`config.mk`:
```
export PLATFORM = sky130hd
export DESIGN_NAME = fifo_lifo_buf
export DESIGN_NICKNAME = d
export VERILOG_FILES = /design/src/rtl/fifo_lifo_buf.sv
export SDC_FILE = /design/constraint.sdc
export NUM_CORES = 1
export LEC_CHECK = 0
export CAP_MARGIN = 5
export CORE_ASPECT_RATIO = 0.6
export CORE_MARGIN = 5
export CORE_UTILIZATION = 59
export CTS_CLUSTER_DIAMETER = 60
export DETAILED_ROUTE_END_ITERATION = 8
export PLACE_DENSITY = 0.77
export SLEW_MARGIN = 5
export SYNTH_ARGS = -nofsm -noshare
export SYNTH_HDL_FRONTEND = slang
export SYNTH_SLANG_ARGS = --single-unit
```
`constraint.sdc`:
```
create_clock -name clk -period 7.12 [get_ports clk]
set_input_delay 1.068 -clock clk [delete_from_list [all_inputs] [get_ports clk]]
set_output_delay 1.068 -clock clk [all_outputs]
set_load 0.01 [all_outputs]
```
`src/rtl/fifo_lifo_buf.sv`:
```
// Single-clock FIFO/LIFO buffer over a simple dual-port word array, with occupancy, status and sticky error flags.
// Optional parity protection of stored words is enabled with FIFO_LIFO_BUF_PARITY_EN.
module fifo_lifo_buf #(
   parameter int dat_width = 32,
   parameter int adr_width = 4,
   parameter int afull_lvl = 12
) (
   input  logic                 clk,
   input  logic                 rst_n,
   input  logic                 mode_i,
   input  logic                 push_i,
   input  logic [dat_width-1:0] dat_i,
   input  logic                 pop_i,
   input  logic                 clr_err_i,
   output logic [dat_width-1:0] dat_o,
   output logic                 valid_o,
   output logic                 empty_o,
   output logic                 full_o,
   output logic                 afull_o,
   output logic [adr_width:0]   count_o,
   output logic                 ovf_o,
   output logic                 udf_o,
   output logic                 par_err_o
);

   localparam int DEPTH = 2 ** adr_width;
   localparam logic [adr_width:0] C_DEPTH = (adr_width + 1)'(DEPTH);
   localparam logic [adr_width:0] C_AFULL = (adr_width + 1)'(afull_lvl);
`ifdef FIFO_LIFO_BUF_PARITY_EN
   localparam int MW = dat_width + 1;
`else
   localparam int MW = dat_width;
`endif

   logic [MW-1:0]        r_mem [DEPTH];
   logic                 r_mode;
   logic [adr_width-1:0] r_wr_ptr;
   logic [adr_width-1:0] r_rd_ptr;
   logic [adr_width:0]   r_count;
   logic [dat_width-1:0] r_dat;
   logic                 r_valid;
   logic                 r_ovf;
   logic                 r_udf;

   logic                 w_empty;
   logic                 w_full;
   logic                 w_mode;
   logic                 w_push_acc;
   logic                 w_pop_acc;
   logic [adr_width-1:0] w_top;
   logic [adr_width-1:0] w_wr_addr;
   logic [adr_width-1:0] w_rd_addr;
   logic [MW-1:0]        w_wr_word;
   logic [MW-1:0]        w_rd_word;

   assign w_empty    = (r_count == '0);
   assign w_full     = (r_count == C_DEPTH);
   assign w_push_acc = push_i && !w_full;
   assign w_pop_acc  = pop_i && !w_empty;
   // Mode is transparent while empty so the first push already uses the new mode.
   assign w_mode     = w_empty ? mode_i : r_mode;
   // Stack top address; the low bits wrap correctly even at count == depth.
   assign w_top      = r_count[adr_width-1:0] - 1'b1;

   always_comb begin
      w_wr_addr = r_wr_ptr;
      w_rd_addr = r_rd_ptr;
      if (w_mode) begin
         w_rd_addr = w_top;
         w_wr_addr = w_pop_acc ? w_top : r_count[adr_width-1:0];
      end
   end

`ifdef FIFO_LIFO_BUF_PARITY_EN
   logic r_par_err;
   logic w_par_bad;
   assign w_wr_word = {^dat_i, dat_i};
   // A stored word plus its even parity bit always reduces to zero when intact.
   assign w_par_bad = ^w_rd_word;
   always_ff @(posedge clk) begin
      if (!rst_n) r_par_err <= 1'b0;
      else        r_par_err <= (w_pop_acc && w_par_bad) || (r_par_err && !clr_err_i);
   end
   assign par_err_o = r_par_err;
`else
   assign w_wr_word = dat_i;
   assign par_err_o = 1'b0;
`endif

   assign w_rd_word = r_mem[w_rd_addr];

   always_ff @(posedge clk) begin
      if (w_push_acc) r_mem[w_wr_addr] <= w_wr_word;
   end

   always_ff @(posedge clk) begin
      if (!rst_n) begin
         r_mode   <= 1'b0;
         r_wr_ptr <= '0;
         r_rd_ptr <= '0;
         r_count  <= '0;
         r_dat    <= '0;
         r_valid  <= 1'b0;
         r_ovf    <= 1'b0;
         r_udf    <= 1'b0;
      end else begin
         if (w_empty) r_mode <= mode_i;
         if (w_push_acc && !w_mode) r_wr_ptr <= r_wr_ptr + 1'b1;
         if (w_pop_acc && !w_mode)  r_rd_ptr <= r_rd_ptr + 1'b1;
         case ({w_push_acc, w_pop_acc})
            2'b10:   r_count <= r_count + 1'b1;
            2'b01:   r_count <= r_count - 1'b1;
            default: r_count <= r_count;
         endcase
         r_valid <= w_pop_acc;
         if (w_pop_acc) r_dat <= w_rd_word[dat_width-1:0];
         // A set event in the same cycle wins over the clear.
         r_ovf <= (push_i && w_full) || (r_ovf && !clr_err_i);
         r_udf <= (pop_i && w_empty) || (r_udf && !clr_err_i);
      end
   end

   assign dat_o   = r_dat;
   assign valid_o = r_valid;
   assign empty_o = w_empty;
   assign full_o  = w_full;
   assign afull_o = (r_count >= C_AFULL);
   assign count_o = r_count;
   assign ovf_o   = r_ovf;
   assign udf_o   = r_udf;

endmodule
```
After elaboration in Yosys (flattened, before gate mapping)
Memory sizes are Yosys's and may differ from the RTL's. A register that Yosys moved wholly into a read port is not among the register bits.
Cells that the tools add are included.
Storage, ports and cells
  register bits after elaboration: 17
  bits in writable memories: 512
  input port bits: 38
  output and inout bits: 44
  logic and storage cells: 41
  memories kept: 1
Cells by class
  add/sub/neg operators: 5
  magnitude comparators: 1
  equal/unequal tests: 3
  multiplexer cells: 7
  reductions and logical operators: 17
Memories
  r_mem: words 16, width 32, rd ports 1, clocked after memory_dff 1, write ports 1, line 35  | logic [MW-1:0] r_mem [DEPTH];
Operators with widths (number)
  two-way mux 4 bit: 3
  one-hot mux 5 bit (2 select lines): 1
  adder 4 x 1 -> 4 bit (second input constant): 2
  logical AND 1 bit: 8
  adder 5 x 1 -> 5 bit (second input constant): 1
  equality test 5 bit (second input constant): 1
  >= comparator 5 x 4 -> 1 bit (second input constant): 1
  logical NOT 1 bit: 5
  logical NOT 5 bit: 1
  subtractor 5 x 1 -> 5 bit (second input constant): 1
  subtractor 4 x 1 -> 4 bit (second input constant): 1
  two-way mux 1 bit: 3
  equality test 2 x 1 -> 1 bit (second input constant): 1
  equality test 2 bit (second input constant): 1
  logical OR 1 bit: 2
  nonzero test 2 bit: 1

Longest topological paths before layout
Gate-level depths: netlist (run 1).
  depth in word-level cells: 5
  depth in mapped cells: 17
  mapped depth without buffers: 14

Worst setup path after synthesis (run 1)
OpenSTA, ideal clock, no wires.
  path type: register -> register
  start: reg r_count[0] (netlist: count_o[0])
  end: mem r_mem[2][0] (netlist bit) (enable)
  arrival: 4.878 ns
  data required time: 6.659 ns
  slack: 1.781 ns
  cell stages (with the launch flop): 12
  path buffers: 3
  period minus slack after synthesis: 5.339 ns
  cell sequence: dfxtp_1 clkbuf_1 inv_1 ha_1 or4b_4 clkinv_2 mux2i_2 buf_2 clkbuf_1 nand2_1 o21a_1 nor3_1
RTL lines
  start: declaration: line 39  | logic [adr_width:0] r_count;
  start signal: assignment: line 111  | 2'b10: r_count <= r_count + 1'b1;
  start signal: assignment: line 112  | 2'b01: r_count <= r_count - 1'b1;
  start signal: assignment: line 113  | default: r_count <= r_count;
  subtractor 4 x 1 -> 4 bit: line 63  | assign w_top = r_count[adr_width-1:0] - 1'b1;
  named net w_top[0]: line 50  | logic [adr_width-1:0] w_top;
  two-way mux 4 bit: line 70  | w_wr_addr = w_pop_acc ? w_top : r_count[adr_width-1:0];
  two-way mux 4 bit: line 68  | if (w_mode) begin
  end: declaration: line 35
The timed path passes the listed nets, and every way through them passes these cells.

Worst setup path in the final report (run 1)
  start: reg r_count[0] (netlist: count_o[0])
  end: reg r_dat[5] (netlist: dat_o[5]), read port of r_mem
RTL lines
  subtractor 4 x 1 -> 4 bit: line 63
  named net w_top[0]: line 50
  two-way mux 4 bit: line 68
  end: declaration: line 40  | logic [dat_width-1:0] r_dat;
The timed path passes the listed nets, and every way through them passes these cells.
A chain may end at the register's enable or synchronous reset.

==> results of run 1 <==
==> metrics by stage <==
stage / utilization / power (W) / hold WS (ps) / cell area (sq um) / setup WS, ps
5_1_grt: 0.6816 / 0.01181 / 549.4 / 24870 / 2359
3_5_place_dp: 0.6399 / 0.008772 / 507.1 / 23350 / 2239
2_1_floorplan: - / 0.007428 / 478.9 / 21920 / 1781
4_1_cts: 0.6816 / 0.01131 / 529.4 / 24870 / 2586
6_report: 0.6816 / 0.01132 / 535.9 / 24870 / 2578
3_3_place_gp: 0.6399 / 0.008642 / 501.1 / 23350 / 2435
==> layout by cell type (no fill, tap or decap), types with 10 or more instances in the layout <==
| cell type | count |
|---|---|
| sky130_fd_sc_hd__edfxtp_1 | 512 |
| sky130_fd_sc_hd__nand3_1 | 131 |
| sky130_fd_sc_hd__buf_4 | 36 |
| sky130_fd_sc_hd__nor3_2 | 17 |
| sky130_fd_sc_hd__mux2i_1 | 68 |
| sky130_fd_sc_hd__nand2_1 | 45 |
| sky130_fd_sc_hd__mux4_2 | 39 |
| sky130_fd_sc_hd__nor2_1 | 22 |
| sky130_fd_sc_hd__clkbuf_16 | 50 |
| sky130_fd_sc_hd__clkinv_2 | 10 |
| sky130_fd_sc_hd__a221o_1 | 32 |
| sky130_fd_sc_hd__dfxtp_1 | 49 |
| sky130_fd_sc_hd__mux4_1 | 25 |
| sky130_fd_sc_hd__a31oi_1 | 32 |
| sky130_fd_sc_hd__o21ai_0 | 101 |
| sky130_fd_sc_hd__clkinv_1 | 13 |
| sky130_fd_sc_hd__a32oi_1 | 32 |
| sky130_fd_sc_hd__clkdlybuf4s50_1 | 80 |
==> cells by family (layout without fill, tap and decap cells) <==
kind of cell | after synthesis | count (layout) | synth area share
xor+xnor | 14 | 14 | 0.005595
fa+ha+maj | 7 | 7 | 0.003996
mux | 136 | 136 | 0.1040
flops | 561 | 561 | 0.7463
other cells | 1 | 1 | 0.0001711
compound gates | 222 | 222 | 0.06765
simple gates | 239 | 239 | 0.05247
buf+inv | 95 | 214 | 0.01987
==> layer usage <==
| layer | track usage | vias to the layer above | wire, um |
|---|---|---|---|
| li1 | - | 5333 | - |
| met1 | 0.4094 | 6395 | 22990 |
| met2 | 0.3597 | 789 | 22920 |
| met3 | 0.05136 | 76 | 5793 |
| met4 | 0.05211 | 0 | 850 |
| met5 | 0 | - | 0 |
==> sequential cells by signal (all words and copies together), names as in the netlist <==
signal / flops
r_mem: 512
dat_o: 32
count_o: 5
r_rd_ptr: 4
r_wr_ptr: 4
ovf_o: 1
r_mode: 1
udf_o: 1
valid_o: 1
==> worst max-delay path by stage <==
stage	start	end	cells past startpoint
after floorplan	count_o[0]	r_mem[2][0]	11
after global placement	pop_i	r_mem[10][1]	8
after detailed placement	pop_i	r_mem[10][1]	8
after CTS	count_o[0]	dat_o[5]	11
after global routing	count_o[0]	dat_o[5]	11
final	count_o[0]	dat_o[5]	11
==> power by group <==
part           switching, W  leakage, nW  internal, W
Combinational       0.00287         2.31      0.00176
Sequential         0.000140         5.03      0.00401
Clock               0.00114        0.745      0.00140
Total               0.00414         8.08      0.00717
==> final cells by class <==
| type | count | share of cell area |
|---|---|---|
| flip-flops and latches | 561 | 0.6577 |
| inverters | 7 | 0.001107 |
| multi-input cells | 619 | 0.2114 |
| clock buffers | 63 | 0.05389 |
| well taps | 476 | 0.02395 |
| clock inverters | 26 | 0.007296 |
| repair buffers | 118 | 0.04468 |
==> worst max-delay path, delay by kind of cell, from the launching register on <==
family | cells | cell delay (ps)
buffers and inverters | 4 | 1230
AND/OR/NAND/NOR | 3 | 1300
adder cells (fa/ha/maj) | 1 | 230
flip-flops | 1 | 570
multiplexers | 1 | 640
AO/OA/AOI/OAI | 2 | 380
==> flow_summary.ini, run 1 <==
[status]
outcome = finished clean

[run]
maxCapViolations = 0

[critical_path]
rr_endpoint = dat_o[5]
timing_worst_setup_path_type = flop to flop
cp_common_cell = sky130_fd_sc_hd__buf_4
largest_incremental_delay_on_the_critical_path_ps = 640
cp_max_fo = 65
critical_path.slowest_cell = sky130_fd_sc_hd__mux4_1
worstPathArrival_ps = 4990
timing.reg2reg.worst_path_depth = 11
critical_path.endpoint_type = flop
cp.required_ps = 7570
worstSetupStartpointType = flop
worst_r2r_startpoint = count_o[0]
setup.reg_to_reg.worst_slack_ps = 2580
sequence_of_cells_on_the_critical_path = inv_1, ha_1, or4b_4, clkinv_2, or3_2, buf_4, nand2_4, buf_4, mux4_1, a32oi_1, a31oi_1

[synth]
synth.net_count = 1320
netlist-cell-type-count = 50
synth_enable_flop_cells = 512
syn_inst = 1275
synth-seq-area-share = 0.7463
synth_commonest_cells = 512 x sky130_fd_sc_hd__edfxtp_1, 131 x sky130_fd_sc_hd__nand3_1, 102 x sky130_fd_sc_hd__o21ai_0
cell_with_the_most_instances_after_synthesis = sky130_fd_sc_hd__edfxtp_1
asyncSetResetFlopFracSynth = 0
synthesis.area_per_instance_sq_um = 17.19
synth.top_cell.area_share = 0.7015
synth_top_area_cell = sky130_fd_sc_hd__edfxtp_1
ys_warn_count = 0
synth_top_cells_by_area = sky130_fd_sc_hd__edfxtp_1 70%, sky130_fd_sc_hd__dfxtp_1 4.5%, sky130_fd_sc_hd__mux4_2 4.0%
synth.cell_area_sq_mm = 0.02192
synthFlopType = sky130_fd_sc_hd__edfxtp_1
post_synthesis_register_bit_count = 561

[routing]
route.antenna.remaining_nets = 0
dr_total_vias = 12590
pre_antenna_drt_iters = 5
drtIter0Drc = 1829
routed_wire_length_per_instance_um = 28.11
drt-total-wl_um = 52560
via_per_inst = 6.734
detail_route.drc_violations = 0

[global_routing]
grt.total_usage = 0.2518
first_global_vias = 12290
grt_pass1_wl_um = 78670
gr_ovfl_total = 0
antenna_found_initial = 2
grt_max_degree = 66

[placement]
port-buffer-count = 80
dp.final_hpwl_um = 27840
placer_s_final_routability_congestion_estimate = 0.7891
place.detailed.instances = 1781

[finish]
multi_input_comb_area_sq_mm = 0.005256
num_antenna_cells = 0
area_growth_pct = 13.47
post_route_cells_drive_above_1_share = 0.1284
sequential_cell_area_sq_mm = 0.01636
final_cells = 1870
nets = 1400
fillers = 2335

[cts]
post_cts_buffers = 0
cts-root-to-sink-buffers = 3
cts_num_sinks = 561
numCtsBuffers = 48
postCtsResizedCells = 0
clock_latency_ps = 570
tritoncts = done
cts-htree-levels = 2
clk_pin_slew_worst_paths_ps = 70
cts-hold-fix-buffers = 0
cts.root.buffer_cell = sky130_fd_sc_hd__clkbuf_16

[sta]
post-route-period-util = 0.6380
worst-slew-pin-transition_ps = 1324
max_freq_mhz = 220.2
timing.slew.headroom = 0.1172
fin_crit_ps = 4542
finalHoldViolCount = 0
finClkSkew_ps = 14.43
setup_tns_ps = 0
setup_viol = 0
grt_setup_unrepaired = false
slew_violations = 0

[floorplanning]
io_pins = 82
die_outline_area_sq_mm = 0.04123
initial_core_util = 0.6007
die_h_um = 159.3
die_width_um = 258.8
core.rowCount = 54
core-area_sq_mm = 0.03649

[power]
power.static_leakage_nw = 8.081
ir_drop_v = 0.0004952
power_density_mw_per_mm2 = 455.1

[worst_hold_path]
hold_path_end = r_wr_ptr[3]
hold_path_depth = 2
hold_path_startpoint = r_wr_ptr[3]
hold_class = flop to flop
Note: power is estimated with default switching activity, not from simulation.
==> run 2: changes to the inputs <==
CORE_UTILIZATION = 55   (was 59)
PLACE_DENSITY = 0.76   (was 0.77)
clock period = 3.93 ns   (was 7.12 ns; I/O delays follow)
==> flow_summary.ini, run 2 (synthesized netlist as in run 1, its figures left out) <==
[global_routing]
first_global_vias = 12850
grt_pass1_wl_um = 82170
antenna_found_initial = 2
gr_ovfl_total = 0
grt_max_degree = 65
grt.total_usage = 0.2495

[sta]
timing.slew.headroom = 0.3765
grt_setup_unrepaired = false
worst-slew-pin-transition_ps = 935.1
post-route-period-util = 0.9143
setup_slack_ps = 336.9
setup_viol = 0
finalHoldViolCount = 0
max_freq_mhz = 278.3
finClkSkew_ps = 9.686
fin_crit_ps = 3593
slew_violations = 0
setup_tns_ps = 0

[placement]
placer_s_final_routability_congestion_estimate = 0.7728
port-buffer-count = 80
dp.final_hpwl_um = 29830
preCtsSetupSlack_ps = 414.3
place.detailed.instances = 1853

[finish]
most_frequent_cells_in_the_layout = 512 x sky130_fd_sc_hd__edfxtp_1, 131 x sky130_fd_sc_hd__nand3_1, 101 x sky130_fd_sc_hd__o21ai_0
final_util = 0.6513
nets = 1427
post_route_cells_drive_above_1_share = 0.1547
regMostFlops = r_mem
final_cells = 1946
area_growth_pct = 16.60
layout_commonest_cell = sky130_fd_sc_hd__edfxtp_1
largest_register_ff_count = 512

[cts]
tritoncts = done
clock_latency_ps = 570
cts-htree-levels = 2
cts-root-to-sink-buffers = 3
cts_num_sinks = 561
postCtsResizedCells = 0
post_cts_buffers = 0
cts-hold-fix-buffers = 0
clk_pin_slew_worst_paths_ps = 60
cts.root.buffer_cell = sky130_fd_sc_hd__clkbuf_16
numCtsBuffers = 49

[worst_hold_path]
hold_class = flop to flop

[critical_path]
timing_worst_setup_path_type = flop to flop
sequence_of_cells_on_the_critical_path = inv_1, ha_1, or4b_4, clkinv_2, mux2i_4, buf_4, mux2i_4, buf_4, nand3_1, a32oi_1, a31oi_1
critical_path.slowest_cell = sky130_fd_sc_hd__buf_4
critical_path.endpoint_type = flop
worstSetupStartpointType = flop
cp.required_ps = 4370
cp_max_fo = 32
largest_incremental_delay_on_the_critical_path_ps = 530
cp.buffers_inverters = 4
worstPathArrival_ps = 4040
worst_path_dominant_cell_family = buffers and inverters

[floorplanning]
die_h_um = 164.6
io_pins = 82
core-area_sq_mm = 0.03924
die_width_um = 267.7
die_outline_area_sq_mm = 0.04407
core.rowCount = 56
initial_core_util = 0.5585

[power]
power.static_leakage_nw = 8.382
power_density_mw_per_mm2 = 840.9
ir_drop_v = 0.0009638

[status]
outcome = finished clean

[routing]
routed_wire_length_per_instance_um = 28.01
dr_wl_met3_um = 6077
drtIter0Drc = 1826
drt-total-wl_um = 54500
route.antenna.remaining_nets = 0
pre_antenna_drt_iters = 5
detail_route.drc_violations = 0
met1_length_um = 22650
dr_total_vias = 12780
via_per_inst = 6.566
routed.top_layer = met4
met2_length_um = 24730

[run]
maxCapViolations = 0
[run 2: cell type report]
| cell class | count | area, sq um |
|---|---|---|
| fillers | 2663 | 13680 |
| clock inverters | 25 | 214.0 |
| diodes | 2 | 5.005 |
| inverters | 7 | 27.53 |
| multi-input cells | 619 | 5375 |
| flip-flops and latches | 561 | 16360 |
| repair buffers | 144 | 1531 |
| clock buffers | 66 | 1393 |
| well taps | 522 | 653.1 |
[run 2: worst paths after layout]
path                             startpoint     endpoint  slack, ps  cells after the start
worst max register to register   count_o[1]    dat_o[19]        340                     11
worst max-delay path             count_o[1]    dat_o[19]        340                     11
worst min-delay path            r_wr_ptr[3]  r_wr_ptr[3]        530                      2
worst min register to register  r_wr_ptr[3]  r_wr_ptr[3]        530                      2
[run 2: routing by layer]
| metal | up-vias | track usage |
|---|---|---|
| met5 | - | 0 |
| met4 | 0 | 0.06156 |
| met3 | 88 | 0.05539 |
| met2 | 785 | 0.3806 |
| met1 | 6505 | 0.3746 |
| li1 | 5400 | - |
[run 2: report_power, final]
part,internal [W],total (W),switching (W)
Clock,0.00269,0.00481,0.00211
Combinational,0.00364,0.00918,0.00553
Sequential,0.00726,0.00750,0.000240
Total,0.0136,0.0215,0.00789
[run 2: metrics by stage]
stage / area (sq um) / power [W] / hold slack, ps
global route: 25550 / 0.02247 / 570.4
CTS: 25550 / 0.02149 / 527.4
floorplan: 22120 / 0.01363 / 478.9
global placement: 23940 / 0.01652 / 496.6
finish: 25550 / 0.02149 / 526.8
detailed placement: 23940 / 0.01668 / 498.7
[run 2: worst reg2reg max path: cells and delay by family (launching register included)]
family,cells,cell delay [ps]
buffers and inverters,4,1130
muxes,2,660
AOI/OAI and AO/OA,2,430
DFF,1,390
adders and majority gates,1,170
and+or+nand+nor,2,680
